### config.mk
export PLATFORM = sky130hd
export DESIGN_NAME = debounce_scheduler_flat
export DESIGN_NICKNAME = d
export VERILOG_FILES = /design/src/rtl/debounce_scheduler_if.sv /design/src/rtl/debounce_scheduler.sv /design/src/flat_wrapper.sv
export SDC_FILE = /design/constraint.sdc
export NUM_CORES = 1
export LEC_CHECK = 0
export BUFFER_PORTS_ARGS = -buffer_cell sky130_fd_sc_hd__buf_2
export CAP_MARGIN = 20
export CORE_ASPECT_RATIO = 0.9
export CORE_MARGIN = 2
export CORE_UTILIZATION = 57
export CTS_CLUSTER_SIZE = 25
export DETAILED_ROUTE_END_ITERATION = 10
export PLACE_DENSITY = 0.87
export SLEW_MARGIN = 25
export SYNTH_ARGS = -nofsm -noshare
export SYNTH_HDL_FRONTEND = slang
export SYNTH_SLANG_ARGS = --single-unit
### constraint.sdc
create_clock -name clk -period 5.7 [get_ports clk]
set_input_delay 1.14 -clock clk [delete_from_list [all_inputs] [get_ports clk]]
set_output_delay 1.14 -clock clk [all_outputs]
set_load 0.005 [all_outputs]
### src/rtl/debounce_scheduler_if.sv
// Signal bundle between the board-facing pins and the debounce scheduler.
// Handshake: there is no valid/ready pair here; `in` is a free-running level
// sampled every cycle, `out`/`busy`/`owner` are levels, and `rise`/`fall` are
// single-cycle pulses with no back-pressure, so consumers must catch them on
// the cycle they appear.
interface debounce_scheduler_if #(
    parameter int N     = 4,
    parameter int IDX_W = 2
);
    logic [N-1:0]     in;
    logic [N-1:0]     out;
    logic [N-1:0]     rise;
    logic [N-1:0]     fall;
    logic             busy;
    logic [IDX_W-1:0] owner;

    // Pin/stimulus side: drives the raw levels, observes everything else.
    modport master (
        output in,
        input  out, rise, fall, busy, owner
    );

    // Debouncer side.
    modport slave (
        input  in,
        output out, rise, fall, busy, owner
    );
endinterface

### src/rtl/debounce_scheduler.sv
// N-channel debouncer sharing one WIDTH-bit settle timer. A round-robin
// scheduler hands the timer to one pending channel at a time; a change is
// accepted only if it holds for 2^WIDTH cycles while that channel owns the
// timer. The FSM state is visible on the busy output (high in TIMING).
module debounce_scheduler #(
    parameter int N     = 4,
    parameter int WIDTH = 20,
    parameter int IDX_W = 2
) (
    input  logic                 clk,
    input  logic                 reset,
    debounce_scheduler_if.slave  bus
);
    typedef enum logic {
        ST_IDLE   = 1'b0,
        ST_TIMING = 1'b1
    } state_t;

    // After reset the pointer sits on the last channel so channel 0 wins first.
    localparam logic [IDX_W-1:0] LAST_RST = IDX_W'(N - 1);

    state_t           r_state;
    state_t           w_state_nxt;
    logic [N-1:0]     r_sync0;
    logic [N-1:0]     r_sync1;
    logic [N-1:0]     r_out;
    logic [N-1:0]     r_rise;
    logic [N-1:0]     r_fall;
    logic [IDX_W-1:0] r_owner;
    logic [IDX_W-1:0] r_last;
    logic [WIDTH-1:0] r_cnt;

    logic [N-1:0]     w_pend;
    logic [N-1:0]     w_out_nxt;
    logic [N-1:0]     w_rise_nxt;
    logic [N-1:0]     w_fall_nxt;
    logic [IDX_W-1:0] w_owner_nxt;
    logic [IDX_W-1:0] w_last_nxt;
    logic [WIDTH-1:0] w_cnt_nxt;
    logic [IDX_W-1:0] w_idx;
    logic [IDX_W-1:0] w_pick;
    logic             w_found;

    // A channel is pending whenever its synchronized level disagrees with the
    // debounced level; it clears by itself if the input reverts.
    assign w_pend = r_sync1 ^ r_out;

    // Two-flop synchronizer for the asynchronous pins.
    always_ff @(posedge clk) begin
        if (reset) begin
            r_sync0 <= '0;
            r_sync1 <= '0;
        end else begin
            r_sync0 <= bus.in;
            r_sync1 <= r_sync0;
        end
    end

    // Round-robin search: first pending channel after the last grant, wrapping.
    always_comb begin
        w_found = 1'b0;
        w_pick  = '0;
        w_idx   = '0;
        for (int k = 1; k <= N; k++) begin
            w_idx = IDX_W'((int'(r_last) + k) % N);
            if (!w_found && w_pend[w_idx]) begin
                w_found = 1'b1;
                w_pick  = w_idx;
            end
        end
    end

    // Scheduler next-state and output decode.
    always_comb begin
        w_state_nxt = r_state;
        w_out_nxt   = r_out;
        w_rise_nxt  = '0;
        w_fall_nxt  = '0;
        w_owner_nxt = r_owner;
        w_last_nxt  = r_last;
        w_cnt_nxt   = r_cnt;
        case (r_state)
            ST_IDLE: begin
                if (w_found) begin
                    w_owner_nxt = w_pick;
                    w_last_nxt  = w_pick;
                    w_cnt_nxt   = '0;
                    w_state_nxt = ST_TIMING;
                end
            end
            ST_TIMING: begin
                if (!w_pend[r_owner]) begin
                    // Input bounced back before settling: drop the grant.
                    w_state_nxt = ST_IDLE;
                end else if (&r_cnt) begin
                    // Held for the full window: accept the new level.
                    w_out_nxt[r_owner] = ~r_out[r_owner];
                    if (r_out[r_owner]) begin
                        w_fall_nxt[r_owner] = 1'b1;
                    end else begin
                        w_rise_nxt[r_owner] = 1'b1;
                    end
                    w_state_nxt = ST_IDLE;
                end else begin
                    w_cnt_nxt = r_cnt + 1'b1;
                end
            end
            default: begin
                w_state_nxt = ST_IDLE;
            end
        endcase
    end

    // State and output registers; reset wins over a same-cycle expiry.
    always_ff @(posedge clk) begin
        if (reset) begin
            r_state <= ST_IDLE;
            r_out   <= '0;
            r_rise  <= '0;
            r_fall  <= '0;
            r_owner <= '0;
            r_last  <= LAST_RST;
            r_cnt   <= '0;
        end else begin
            r_state <= w_state_nxt;
            r_out   <= w_out_nxt;
            r_rise  <= w_rise_nxt;
            r_fall  <= w_fall_nxt;
            r_owner <= w_owner_nxt;
            r_last  <= w_last_nxt;
            r_cnt   <= w_cnt_nxt;
        end
    end

    assign bus.out   = r_out;
    assign bus.rise  = r_rise;
    assign bus.fall  = r_fall;
    assign bus.busy  = (r_state == ST_TIMING);
    assign bus.owner = r_owner;
endmodule

### src/flat_wrapper.sv
// flat-port wrapper written by rule: the top's interface ports become plain ports
module debounce_scheduler_flat 
#(
    parameter int N     = 4,
    parameter int WIDTH = 20,
    parameter int IDX_W = 2
)
  (clk, reset, bus_in, bus_out, bus_rise, bus_fall, bus_busy, bus_owner);
  debounce_scheduler_if #(.N(N), .IDX_W(IDX_W)) bus_i ();
  input  logic clk;
  input  logic reset;
  input wire logic [$bits(bus_i.in)-1:0] bus_in;
  output wire logic [$bits(bus_i.out)-1:0] bus_out;
  output wire logic [$bits(bus_i.rise)-1:0] bus_rise;
  output wire logic [$bits(bus_i.fall)-1:0] bus_fall;
  output wire logic [$bits(bus_i.busy)-1:0] bus_busy;
  output wire logic [$bits(bus_i.owner)-1:0] bus_owner;
  assign bus_i.in = bus_in;
  assign bus_out = bus_i.out;
  assign bus_rise = bus_i.rise;
  assign bus_fall = bus_i.fall;
  assign bus_busy = bus_i.busy;
  assign bus_owner = bus_i.owner;
  debounce_scheduler #(.N(N), .WIDTH(WIDTH), .IDX_W(IDX_W)) u_core (.clk(clk), .reset(reset), .bus(bus_i));
endmodule
After elaboration in Yosys (flattened, before gate mapping)
Cells that the tools add are included.

operators by class
  $lt $le $gt $ge = 6
  bitwise logic cells = 5
  equal/unequal tests = 3
  reductions and logical operators = 13
  $add $sub $neg = 5
  multiplexer cells = 31

operator list
  kind                                                                                  number
  20-bit 2-to-1 mux                                                                     3
  20-bit case mux with 2 select lines                                                   1
  22-bit AND reduction                                                                  1
  20-bit by 1-bit adder with 20-bit output (second input constant)                      1
  20-bit AND reduction                                                                  1
  2-bit by 3-bit < comparator with 1-bit output (second input constant)                 5
  1-bit 2-to-1 mux                                                                      14
  1-bit binary-select mux with 2-bit select                                             6
  5-bit OR reduction                                                                    2
  2-bit 2-to-1 mux                                                                      4
  2-bit by 1-bit adder with 2-bit output (second input constant)                        2
  2-bit adder (second input constant)                                                   2
  4-bit bitwise mux                                                                     1
  1-bit logical AND                                                                     4
  2-bit != test (second input constant)                                                 2
  1-bit inverter                                                                        4
  4-bit bitwise XOR                                                                     1
  1-bit logical NOT                                                                     3
  3-bit AND reduction                                                                   1
  1-bit demux with 2-bit select                                                         1
  2-bit by 1-bit greater-or-equal comparator with 1-bit output (second input constant)  1
  2-bit by 1-bit != test with 1-bit output (second input constant)                      1
  1-bit case mux with 2 select lines                                                    1
  2-bit AND reduction                                                                   1

storage, ports and cells
  output and inout port bits = 15
  logic and storage cells = 72
  register bits = 45
  input port bits = 6

Logic depth before layout (Yosys ltp)
  depth in word-level cells = 15
  gate-level depth with buffers = 9
  depth with buffers taken out = 5

Least setup slack after synthesis
No wires, ideal clock.

  path type = register to register
  from = reg u_core.r_owner[0] (netlist: u_core.bus.owner[0])
  to = reg u_core.r_cnt[1]
  period minus slack after synthesis = 1.959 ns
  path slack = 3.741 ns
  data arrival time = 1.889 ns
  stages on the path, launching flop included = 8
  buffers on the path = 3
  required time = 5.630 ns
  library setup time = 0.070 ns
  cells stage by stage = dfxtp_1 -> buf_1 -> mux4_2 -> nand2_2 -> buf_6 -> clkbuf_1 -> o21ai_0 -> a21oi_1

between the ends
  cells in the longest elaborated chain, start to end = 4

ends and longest elaborated chain
  item                                       line                       source
  start, declared                            debounce_scheduler.sv:29   logic [IDX_W-1:0] r_owner;
  start signal, assigned                     debounce_scheduler.sv:129  r_owner <= w_owner_nxt;
  1-bit binary-select mux with 2-bit select  debounce_scheduler.sv:92   if (!w_pend[r_owner]) begin
  1-bit 2-to-1 mux (not written as such)     debounce_scheduler.sv:92
  2-bit != test (no source line)             --
  3-bit AND reduction (no source line)       --
  end signal, assigned                       debounce_scheduler.sv:131  r_cnt <= w_cnt_nxt;
  end, declared                              debounce_scheduler.sv:31   logic [WIDTH-1:0] r_cnt;

Every way passes these cells. The select of a mux whose other input is x is not followed.
A chain may end at the register's enable or synchronous reset.

Worst setup path in the final report
  from = reg u_core.r_out[3] (netlist: u_core.bus.out[3])
  to = reg u_core.r_fall[0] (netlist: u_core.bus.fall[0])

between the ends
  cells in the longest elaborated chain, start to end = 5
  elaborated cells between the ends (all ways) = 8
  those cells by class = mux (4); bitwise (3); reduce/logical (1)

ends and longest elaborated chain
  item                                       line                       source
  start, declared                            debounce_scheduler.sv:26   logic [N-1:0] r_out;
  start signal, assigned                     debounce_scheduler.sv:126  r_out <= w_out_nxt;
  4-bit bitwise XOR                          debounce_scheduler.sv:46   assign w_pend = r_sync1 ^ r_out;
  1-bit binary-select mux with 2-bit select  debounce_scheduler.sv:92
  1-bit 2-to-1 mux (not written as such)     debounce_scheduler.sv:92
  1-bit inverter (no source line)            --
  5-bit OR reduction (no source line) (*)    --
  end signal, assigned                       debounce_scheduler.sv:128  r_fall <= w_fall_nxt;
  end, declared                              debounce_scheduler.sv:28   logic [N-1:0] r_fall;

Mark *: on every way between the ends. The rest lies on a longest branch, timed or not. The select of a mux whose other input is x is not followed.

==> flow_summary_export.csv <==
group,metric,value,unit
run_status,outcome,"finished, final reports clean",
pwr,power_frac_comb,0.054,
pwr,p_switching,0.0001370,W
sta,fin_skew,6.111,ps
final_layout,diodes,0,
grt,grt_pass1_wl,6.996,mm
drt,ant_nets,0,
clock_tree,cts_resized,0,
pwr,cell_internal_pwr,0.0005084,W
worst_setup_path,path_max_fanout,38,
synth,synth_edf_count,0,
floorplanning,placementRows,20,
final_layout,drive_gt1_frac,0.1440,
sta,relSlewSlack,0.4702,
clock_tree,path_clk_slew,80,ps
placed_design,port_buffers,20,
synth,synthDistinctLibCells,42,
worst_setup_path,r2r_slack,3360,ps
grt,antenna_found_initial,0,
sta,fmax,0.4266,GHz
worst_setup_path,arrival,2560,ps
hold_path,min_path_type,"reg -> reg",
grt,track_usage,0.2248,
sta,worst_slack,3356,ps
hold_path,min_from,"u_core.r_sync0[3]",
floorplanning,die_y,61.51,µm
final_layout,area_growth,9.976,%
pwr,ir_worst_vdd,178.3,µV
sta,finalCriticalPeriod,2344,ps
grt,grt_pass1_vias,1518,
placed_design,dp_cells,286,
pwr,pwr-share-clk,0.436,
floorplanning,dieArea,4176,µm²
sta,tightest_slew,794.7,ps
worst_setup_path,setup.worst_path.start_class,"register",
pwr,switching_share,0.2123,
worst_setup_path,endpoint_kind,"register",
pwr,seqPwrFrac,0.510,
final_layout,fin_cells,294,
drt,avgRoutedWirePerCell,14.78,µm
drt,avgViaCountPerCell,6.061,
final_layout,layout.nets,256,
clock_tree,clock_latency,300,ps
synth,yosysSeqAreaShare,0.4301,
drt,dr.pass1.iters,4,
pwr,p_leak,0.8011,nW
clock_tree,cts_tree,"yes",
clock_tree,clock_sinks,45,
floorplanning,start_util,0.6065,
sta,whs,440.9,ps
clock_tree,htree_num_levels,2,
flow_run,max_cap_viol_count,0,
floorplanning,die_x,67.90,µm
synth,synth_cells,238,
worst_setup_path,worstReg2RegEnd,"u_core.bus.fall[0]",
synth,synth_area_leaders,"dfxtp_1 (43%), o31ai_1 (6.5%), or4_1 (6.5%)",
placed_design,finalWeightedCongestion,0.9039,
grt,grt_max_degree,39,
floorplanning,ios,21,
sta,maxSlewViolCount,0,
drt,drc_errors,0,
synth,synthTopCellsByCount,"dfxtp_1 (45), a21oi_1 (24), o31ai_1 (18), or4_1 (18), nand3_1 (16)",
drt,num_vias,1782,
floorplanning,core-area,3453,µm²
sta,finalSetupViolCount,0,
drt,drtIter0Drc,158,
clock_tree,cts_max_path_buffers,2,
synth,synth.most_common_cell,"dfxtp_1",
worst_setup_path,worstReg2RegStart,"u_core.bus.out[3]",
sta,final.setup.tns,0,ps
worst_setup_path,r2r_cells,5,
hold_path,whs_endpoint,"u_core.r_sync1[3]",
synth,synthesis.area,2095,µm²
placed_design,dp_worst_setup_slack,3388,ps
sta,finalHoldViolCount,0,
clock_tree,postCtsSetupRepairBufs,0,
synth,synth_area_leader_cell,"dfxtp_1",
final_layout,utilization,0.6670,
clock_tree,cts_buffers,5,
sta,fin_crit_sh,0.4112,
synth,synth-main-ff-cell,"dfxtp_1",
worst_setup_path,crit_type,"reg -> reg",
clock_tree,root_buffer,"clkbuf_8",
worst_setup_path,worstPathRequired,5910,ps
synth,yosys_warnings,0,
hold_path,whs_path_depth,1,
synth,synthArstFlopShare,0,
synth,synth_top_area_frac,0.4301,
drt,wl,4.345,mm
pwr,powerDensity,280.2,nW/µm²
clock_tree,holdBufCountCts,0,
placed_design,hpwl,2.873,mm
grt,grt-ovfl-total,0,
sta,rsz0062_at_grt,"false",
synth,avgSynthCellArea,8.800,µm²
synth,ys_ff_latch,45,
synth,syn_nets,245,
-- cell usage in the layout, fill, tap and decap left out, types with 6 or more instances in the layout --
cell type	Yosys	routed
or4_1	18	18
nand4_1	8	8
nand2_1	9	9
a21oi_1	24	24
nand3_1	16	16
nor2b_1	11	11
nor2_1	6	6
and3_1	8	8
buf_2	1	20
inv_1	9	9
o31ai_1	18	18
o21ai_0	8	8
dfxtp_1	45	45
-- how the worst max path moves through the flow --
stage,slack (ps),cells after the start,start,end
floorplan,3740,7,u_core.bus.owner[0],u_core.r_cnt[1]
global placement,3500,5,u_core.bus.out[3],u_core.bus.fall[0]
detailed placement,3390,5,u_core.bus.out[3],u_core.bus.fall[0]
CTS,3370,5,u_core.bus.out[3],u_core.bus.fall[0]
global route,3170,5,u_core.bus.out[0],u_core.bus.fall[0]
finish,3360,5,u_core.bus.out[3],u_core.bus.fall[0]
-- cell type report --
| type | count | area, µm² |
|---|---|---|
| flip-flops and latches | 45 | 900.9 |
| clock inverters | 3 | 65.06 |
| inverters | 9 | 33.78 |
| fillers | 276 | 1150 |
| repair buffers | 20 | 100.1 |
| well taps | 44 | 55.05 |
| multi-input cells | 168 | 1080 |
| clock buffers | 5 | 68.82 |
-- cells by family after synthesis --
family	Yosys count	synth area share
compound gates	60	0.1810
xor+xnor	6	0.02868
simple gates	99	0.2844
flops	45	0.4301
mux	2	0.01553
buf+inv	25	0.05436
fa+ha+maj	1	0.005973
-- per-layer routing --
layer  track usage  up-vias  wire [µm]
met3       0.04936        7        188
met5             0        -          0
li1              -      915          -
met4       0.08571        0         74
met2        0.3459       49       1928
met1        0.3114      811       2153
-- state kept, by name, summed over array words and instances, names as in the netlist --
name and cells:
u_core.bus.out 4, u_core.bus.fall 4, u_core.bus.busy 1, u_core.r_last 2, u_core.r_sync1 4, u_core.bus.owner 2, u_core.r_sync0 4, u_core.r_cnt 20
u_core.bus.rise 4
-- worst max-delay path, stage by stage, from the launching register on --
cell and delay, ps:
dfxtp_1 450, xor2_2 320, mux4_2 340, nand2_2 350, or3_4 530, nor4b_2 260
-- per-stage QoR --
| stage | area [µm²] | total power (W) |
|---|---|---|
| floorplan | 2095 | 0.0003615 |
| global placement | 2170 | 0.0003690 |
| detailed placement | 2170 | 0.0003709 |
| CTS | 2303 | 0.0006469 |
| global route | 2303 | 0.0006655 |
| finish | 2303 | 0.0006454 |
-- power by group through the flow --
stage / Sequential (W) / Clock, W / Combinational, W
2_1_floorplan: 0.000332 / 0 / 0.0000296
3_3_place_gp: 0.000336 / 0 / 0.0000333
3_5_place_dp: 0.000336 / 0 / 0.0000345
4_1_cts: 0.000329 / 0.000283 / 0.0000347
5_1_grt: 0.000330 / 0.000296 / 0.0000391
6_report: 0.000329 / 0.000281 / 0.0000350
No activity file was read; power rests on OpenSTA's default activity.
